**src/rtl/rob_commit_buffer.sv**
```systemverilog
// ----------------------------------------------------------------------------
// rob_commit_buffer
//
// Entry storage and in-order commit stage of the reorder buffer. It sits
// directly downstream of the head/tail pointer block. It does the following:
//   - captures dispatched entries at the index the pointer block allocates
//   - marks entries done on writeback and stores their result data
//   - retires the entry at the pointer block's head index to the register
//     file, strictly in program order, at most one per cycle
//   - pulses updateHead_o on every retirement so the pointer block can
//     advance its head
// This block keeps no pointers of its own. Indices arrive from the pointer
// block already reduced modulo ROBsize.
//
// Ports
//   clk_i          clock, all state changes on the rising edge
//   reset_i        asynchronous, active-high reset
//   alloc_i        dispatch allocates one entry this cycle
//   alloc_idx_i    entry index to allocate (pointer block tail)
//   alloc_dest_i   destination register of the allocated entry
//   alloc_wen_i    allocated entry writes the register file on commit
//   stall_i        pointer block full; alloc_i is ignored while high
//   wb_valid_i     writeback of a completed result
//   wb_idx_i       entry index being written back
//   wb_data_i      result data
//   head_i         current head index from the pointer block
//   flush_i        synchronous squash of all entries
//   commit_ready_i register file accepts a commit this cycle
//   commit_valid_o head entry is valid and done
//   commit_dest_o  head entry destination (0 when commit_valid_o=0)
//   commit_data_o  head entry result (0 when commit_valid_o=0)
//   commit_wen_o   head entry write enable (0 when commit_valid_o=0)
//   updateHead_o   head-advance pulse, asserted in the cycle a commit fires
//   count_o        number of valid entries
//   wb_err_o       sticky writeback/allocation protocol error flag
// ----------------------------------------------------------------------------
module rob_commit_buffer #(
   parameter int unsigned ROBsize  = 32,
   parameter int unsigned addrSize = $clog2(ROBsize),
   parameter int unsigned REGW     = 5,
   parameter int unsigned DATAW    = 64
) (
   input  logic                clk_i,
   input  logic                reset_i,
   input  logic                alloc_i,
   input  logic [addrSize-1:0] alloc_idx_i,
   input  logic [REGW-1:0]     alloc_dest_i,
   input  logic                alloc_wen_i,
   input  logic                stall_i,
   input  logic                wb_valid_i,
   input  logic [addrSize-1:0] wb_idx_i,
   input  logic [DATAW-1:0]    wb_data_i,
   input  logic [addrSize-1:0] head_i,
   input  logic                flush_i,
   input  logic                commit_ready_i,
   output logic                commit_valid_o,
   output logic [REGW-1:0]     commit_dest_o,
   output logic [DATAW-1:0]    commit_data_o,
   output logic                commit_wen_o,
   output logic                updateHead_o,
   output logic [addrSize:0]   count_o,
   output logic                wb_err_o
);

   // Per-entry state. Only valid/done need reset. Payload fields are never
   // observed unless the entry is valid (and done, for data).
   logic [ROBsize-1:0] r_valid;
   logic [ROBsize-1:0] r_done;
   logic [REGW-1:0]    r_dest [ROBsize];
   logic               r_wen  [ROBsize];
   logic [DATAW-1:0]   r_data [ROBsize];
   logic [addrSize:0]  r_count;
   logic               r_wb_err;

   logic               w_head_ready;
   logic               w_fire;
   logic               w_alloc_req;
   logic               w_alloc_busy;
   logic               w_alloc_ok;
   logic               w_alloc_err;
   logic               w_wb_req;
   logic               w_wb_ok;
   logic               w_wb_err;
   logic [addrSize:0]  w_count_next;

   // Commit: the head entry is presented as soon as it is valid and done.
   // Both bits are registered, so there is no writeback-to-commit bypass.
   always_comb begin
      w_head_ready = r_valid[head_i] & r_done[head_i];
      w_fire       = w_head_ready & commit_ready_i & ~flush_i;
   end

   // Allocation is refused when the target entry is still live. The one
   // exception is the full-wrap case: the same entry retires this cycle, so
   // the slot frees at the same edge.
   always_comb begin
      w_alloc_req  = alloc_i & ~stall_i & ~flush_i;
      w_alloc_busy = r_valid[alloc_idx_i] & ~(w_fire & (alloc_idx_i == head_i));
      w_alloc_ok   = w_alloc_req & ~w_alloc_busy;
      w_alloc_err  = w_alloc_req & w_alloc_busy;
   end

   // Writeback must target an entry that was already live before this edge
   // and is not retiring at it. Writebacks to a same-cycle allocation or to
   // the committing entry are therefore refused and counted as errors.
   always_comb begin
      w_wb_req = wb_valid_i & ~flush_i;
      w_wb_ok  = w_wb_req & r_valid[wb_idx_i] & ~(w_fire & (wb_idx_i == head_i));
      w_wb_err = w_wb_req & ~w_wb_ok;
   end

   always_comb begin
      w_count_next = r_count
                   + {{addrSize{1'b0}}, w_alloc_ok}
                   - {{addrSize{1'b0}}, w_fire};
   end

   // The fire clear is written before the alloc set, so on a full wrap the
   // later assignment leaves the entry valid with done=0.
   always_ff @(posedge clk_i or posedge reset_i) begin
      if (reset_i) begin
         r_valid  <= '0;
         r_done   <= '0;
         r_count  <= '0;
         r_wb_err <= 1'b0;
      end else if (flush_i) begin
         r_valid  <= '0;
         r_done   <= '0;
         r_count  <= '0;
      end else begin
         if (w_fire) begin
            r_valid[head_i] <= 1'b0;
            r_done[head_i]  <= 1'b0;
         end
         if (w_alloc_ok) begin
            r_valid[alloc_idx_i] <= 1'b1;
            r_done[alloc_idx_i]  <= 1'b0;
         end
         if (w_wb_ok) begin
            r_done[wb_idx_i] <= 1'b1;
         end
         r_count <= w_count_next;
         if (w_alloc_err | w_wb_err) begin
            r_wb_err <= 1'b1;
         end
      end
   end

   // Payload capture. The enables are already qualified by flush and by
   // the entry state, so reset is not needed here.
   always_ff @(posedge clk_i) begin
      if (w_alloc_ok) begin
         r_dest[alloc_idx_i] <= alloc_dest_i;
         r_wen[alloc_idx_i]  <= alloc_wen_i;
      end
      if (w_wb_ok) begin
         r_data[wb_idx_i] <= wb_data_i;
      end
   end

   always_comb begin
      commit_valid_o = w_head_ready;
      commit_dest_o  = '0;
      commit_data_o  = '0;
      commit_wen_o   = 1'b0;
      if (w_head_ready) begin
         commit_dest_o = r_dest[head_i];
         commit_data_o = r_data[head_i];
         commit_wen_o  = r_wen[head_i];
      end
      updateHead_o = w_fire;
      count_o      = r_count;
      wb_err_o     = r_wb_err;
   end

endmodule

```
**config.mk**
```make
export PLATFORM = sky130hd
export DESIGN_NAME = rob_commit_buffer
export DESIGN_NICKNAME = d
export VERILOG_FILES = /design/src/rtl/rob_commit_buffer.sv
export SDC_FILE = /design/constraint.sdc
export NUM_CORES = 2
export LEC_CHECK = 0
export CORE_ASPECT_RATIO = 1.1
export CORE_MARGIN = 2
export CORE_UTILIZATION = 42
export DETAILED_ROUTE_END_ITERATION = 10
export DONT_BUFFER_PORTS = 1
export HOLD_SLACK_MARGIN = 0.06
export SETUP_SLACK_MARGIN = 0.3
export SYNTH_ARGS = -nofsm -noshare
export SYNTH_HDL_FRONTEND = slang
export SYNTH_SLANG_ARGS = --single-unit
```
**constraint.sdc**
```tcl
create_clock -name clk_i -period 10.4 [get_ports clk_i]
set_clock_uncertainty 0.2 [all_clocks]
set_input_delay 2.08 -clock clk_i [delete_from_list [all_inputs] [get_ports clk_i]]
set_output_delay 2.08 -clock clk_i [all_outputs]
set_load 0.02 [all_outputs]
```
==> out/qor.tcl <==
set qor(run_status) {finished, violations left}
set qor(violations) {max-slew violations}
set qor(syn2layout_area_growth_pct) 12.2
set qor(grt_antenna_before_repair) 4
set qor(crit_fanout) 123
set qor(netlist-cell-type-count) 54
set qor(grt_overflow) 0
set qor(syn-num-nets) 4094
set qor(cap_viol_max_count) 0
set qor(count_of_flip_flops_with_a_built_in_enable_after_synthesis) 2240
set qor(global_route_wire_length_before_repair_mm) 327
set qor(synthArstFlopShare_pct) 3.07
set qor(htree_levels) 4
set qor(cp_data_arrival_time_ns) 6.54
set qor(endpoint) {commit_data_o[34]}
set qor(worstMarginPinSlew_ns) 1.61
set qor(grt_pass1_vias) 43531
set qor(detailed_router_iteration_count_before_antenna_repair) 7
set qor(cpMaxStageDelayCell) {buf_16}
set qor(die_area_sq_um) 215000
set qor(worstReg2RegStart) {r_valid[21]}
set qor(sequential_fraction_of_the_synthesis_area_pct) 77.8
set qor(hpwlAfterDp_mm) 114
set qor(period_utilisation_layout_pct) 84.8
set qor(portBuffers) 0
set qor(hold_viol_final) 0
set qor(worst-setup-path-type) {in2out}
set qor(chipWidth_microns) 442
set qor(clock_sink_count) 2311
set qor(power_density_nw_per_um2) 189
set qor(min_path_type) {reg2reg}
set qor(cts-resized-gates) 0
set qor(worst_path_required_time_ns) 8.12
set qor(ioPinCount) 171
set qor(cts_buffers) 226
set qor(initial_utilization_pct) 42.4
set qor(die_h_microns) 486
set qor(grt_max_degree) 598
set qor(setup_viol) 0
set qor(setup-tns-final_ns) 0
set qor(worstSetupEndpointType) {output pin}
set qor(vias_per_cell) 6.16
set qor(antenna_violating_nets_post_route) 0
set qor(synth_top_flop_cell) {edfxtp_1}
set qor(grt_usage_pct) 21.3
set qor(wl_per_cell_microns) 33.0
set qor(routed-via-count) 43164
set qor(n_fill_cell) 16909
set qor(avgSynthCellArea_sq_um) 22.2
set qor(ff2ff_setup_slack_ns) 5.41
set qor(syn-instance-count) 3995
set qor(post_place_cell_area_sq_um) 92100
set qor(tritoncts) {yes}
set qor(cp_common_cell) {buf_16}
set qor(final_nets) 4163
set qor(unrepaired_setup_endpoints_after_global_routing) {no}
set qor(postLayoutCellArea_sq_um) 99500
set qor(ir_worst_vdd_mv) 0.184
set qor(root_buffer) {clkbuf_16}
set qor(clockBufferDepth) 3
set qor(synth_warnings) 0
set qor(max_slew_margin_pct) -7.43
set qor(startpoint) {head_i[0]}
set qor(numPlacedInstances) 6587
set qor(post_synth_instance_area_sq_um) 88700
set qor(hold_ws_ns) 0.334
set qor(insertion_delay_ns) 0.88
set qor(post_route_cells_drive_above_1_share_pct) 24.8
set qor(timing.final.ws_setup_ns) 1.58
set qor(drt_iter0_drc) 5563
set qor(worstPathCellList) {buf_16 > buf_16 > buf_16 > buf_16 > mux4_2 > o22ai_1 > or4_1 > nor2_1}
set qor(worst_r2r_endpoint) {r_data[0][37]}
set qor(clk_transition_reported_paths_ns) 0.07
set qor(post_layout_power_mw) 18.8
set qor(critical_path_startpoint_category) {input port}
set qor(cts.hold.buffers_added) 0
set qor(fmax_ghz) 0.113
set qor(final_period_minus_worst_setup_slack_ns) 8.82
set qor(post-cts-setup-buffers) 0
set qor(row_count) 176
set qor(final_core_utilization_pct) 47.5
set qor(drt_wl_total_mm) 231
set qor(route.detailed.drc) 0
set qor(dp_worst_setup_slack_ns) 2.57
set qor(core_region_area_sq_um) 209000
set qor(worst-r2r-cell-count) 10
set qor(place_congestion) 0.864
set qor(synth.ff_latch_count) 2311
set qor(slew_viol_final) 97
set qor(p_leak_nw) 30.5
set qor(slowest_delay_ns) 0.74
set qor(finish.cell_count_without_fillers) 7012
## kinds of logic after synthesis
logic type               share of synthesized area, %
multiplexers                                     15.1
buffers and inverters                            1.34
adder cells (fa/ha/maj)                         0.107
flip-flops                                       77.8
XOR/XNOR                                        0.148
AND/OR/NAND/NOR                                  2.06
AO/OA/AOI/OAI                                    3.37
## cells in the final DEF, fill, tap and decap left out, drive strengths merged, types with 3 or more instances in the layout
master	instances
nor3	22
dfrtp	71
nand3b	5
nor2b	13
o21bai	12
or4	84
xnor2	7
o32ai	21
bufinv	18
ha	6
nand2b	10
clkinvlp	7
mux4	580
edfxtp	2240
buf	96
clkinv	101
nand3	9
nor2	102
o22ai	306
o311ai	28
mux2i	35
a211oi	28
a21oi	7
clkbuf	283
o21a	3
or3	11
nand2	56
or3b	4
nor4	16
inv	29
o31ai	7
a211o	4
xor2	8
o211ai	4
## Yosys cell counts, types with 8 or more instances
cell,instances,area share [%]
nor3_1,22,0.12
dfrtp_1,71,2.0
buf_2,90,0.51
o22ai_1,306,2.2
o311ai_1,21,0.21
or3_1,11,0.078
buf_1,14,0.059
inv_1,22,0.093
nand2_1,56,0.24
nand3_1,9,0.051
o21bai_1,12,0.10
nor2b_1,13,0.092
clkbuf_1,146,0.62
a211oi_2,22,0.31
edfxtp_1,2240,76
o32ai_1,21,0.21
mux2i_1,34,0.38
mux4_2,580,15
nand2b_1,10,0.071
nor2_1,102,0.43
nor4_1,16,0.11
xor2_1,8,0.079
or4_1,84,0.71
## worst min path at each step
stage | startpoint | endpoint | slack [ns] | cells past startpoint
after floorplan | r_done[0] | r_done[0] | 0.31 | 2
after global placement | r_done[24] | r_done[24] | 0.32 | 2
after detailed placement | r_done[17] | r_done[17] | 0.33 | 2
after CTS | r_done[17] | r_done[17] | 0.33 | 2
after global routing | r_done[5] | r_done[5] | 0.35 | 2
final | r_done[17] | r_done[17] | 0.33 | 2
## final cells by class
class | instances | area (sq um) | area share (%)
multi-input cells | 1406 | 18700 | 18.8
flip-flops and latches | 2311 | 69000 | 69.4
inverters | 23 | 86.3 | 0.0868
clock inverters | 132 | 1320 | 1.33
well taps | 2759 | 3450 | 3.47
clock buffers | 283 | 5870 | 5.90
diodes | 2 | 5.00 | 0.00503
repair buffers | 96 | 981 | 0.986
## state kept, by name, indices dropped and copies added (netlist names)
register,count
r_wen,32
r_data,2048
r_dest,160
wb_err_o,1
count_o,6
r_done,32
r_valid,32
## power breakdown
group / switching, mW / internal, mW
sequential: 0.00939 / 10.2
combinational: 0.337 / 0.272
clock: 3.50 / 4.46
## worst max-delay path: cells and delay by family
kind | cells | cell delay, ns
AOI/OAI and AO/OA | 1 | 0.10
buffers and inverters | 4 | 2.36
muxes | 1 | 0.40
and+or+nand+nor | 2 | 0.98
## metal layers
layer | vias up | global-route usage (%) | part of all wire, %
met5 | - | 0 | 0
met4 | 0 | 5.36 | 2.1
met3 | 323 | 4.38 | 7.8
met1 | 23619 | 29.8 | 41
met2 | 1873 | 34.3 | 49
li1 | 17349 | - | -
(Power assumes the default switching activity.)
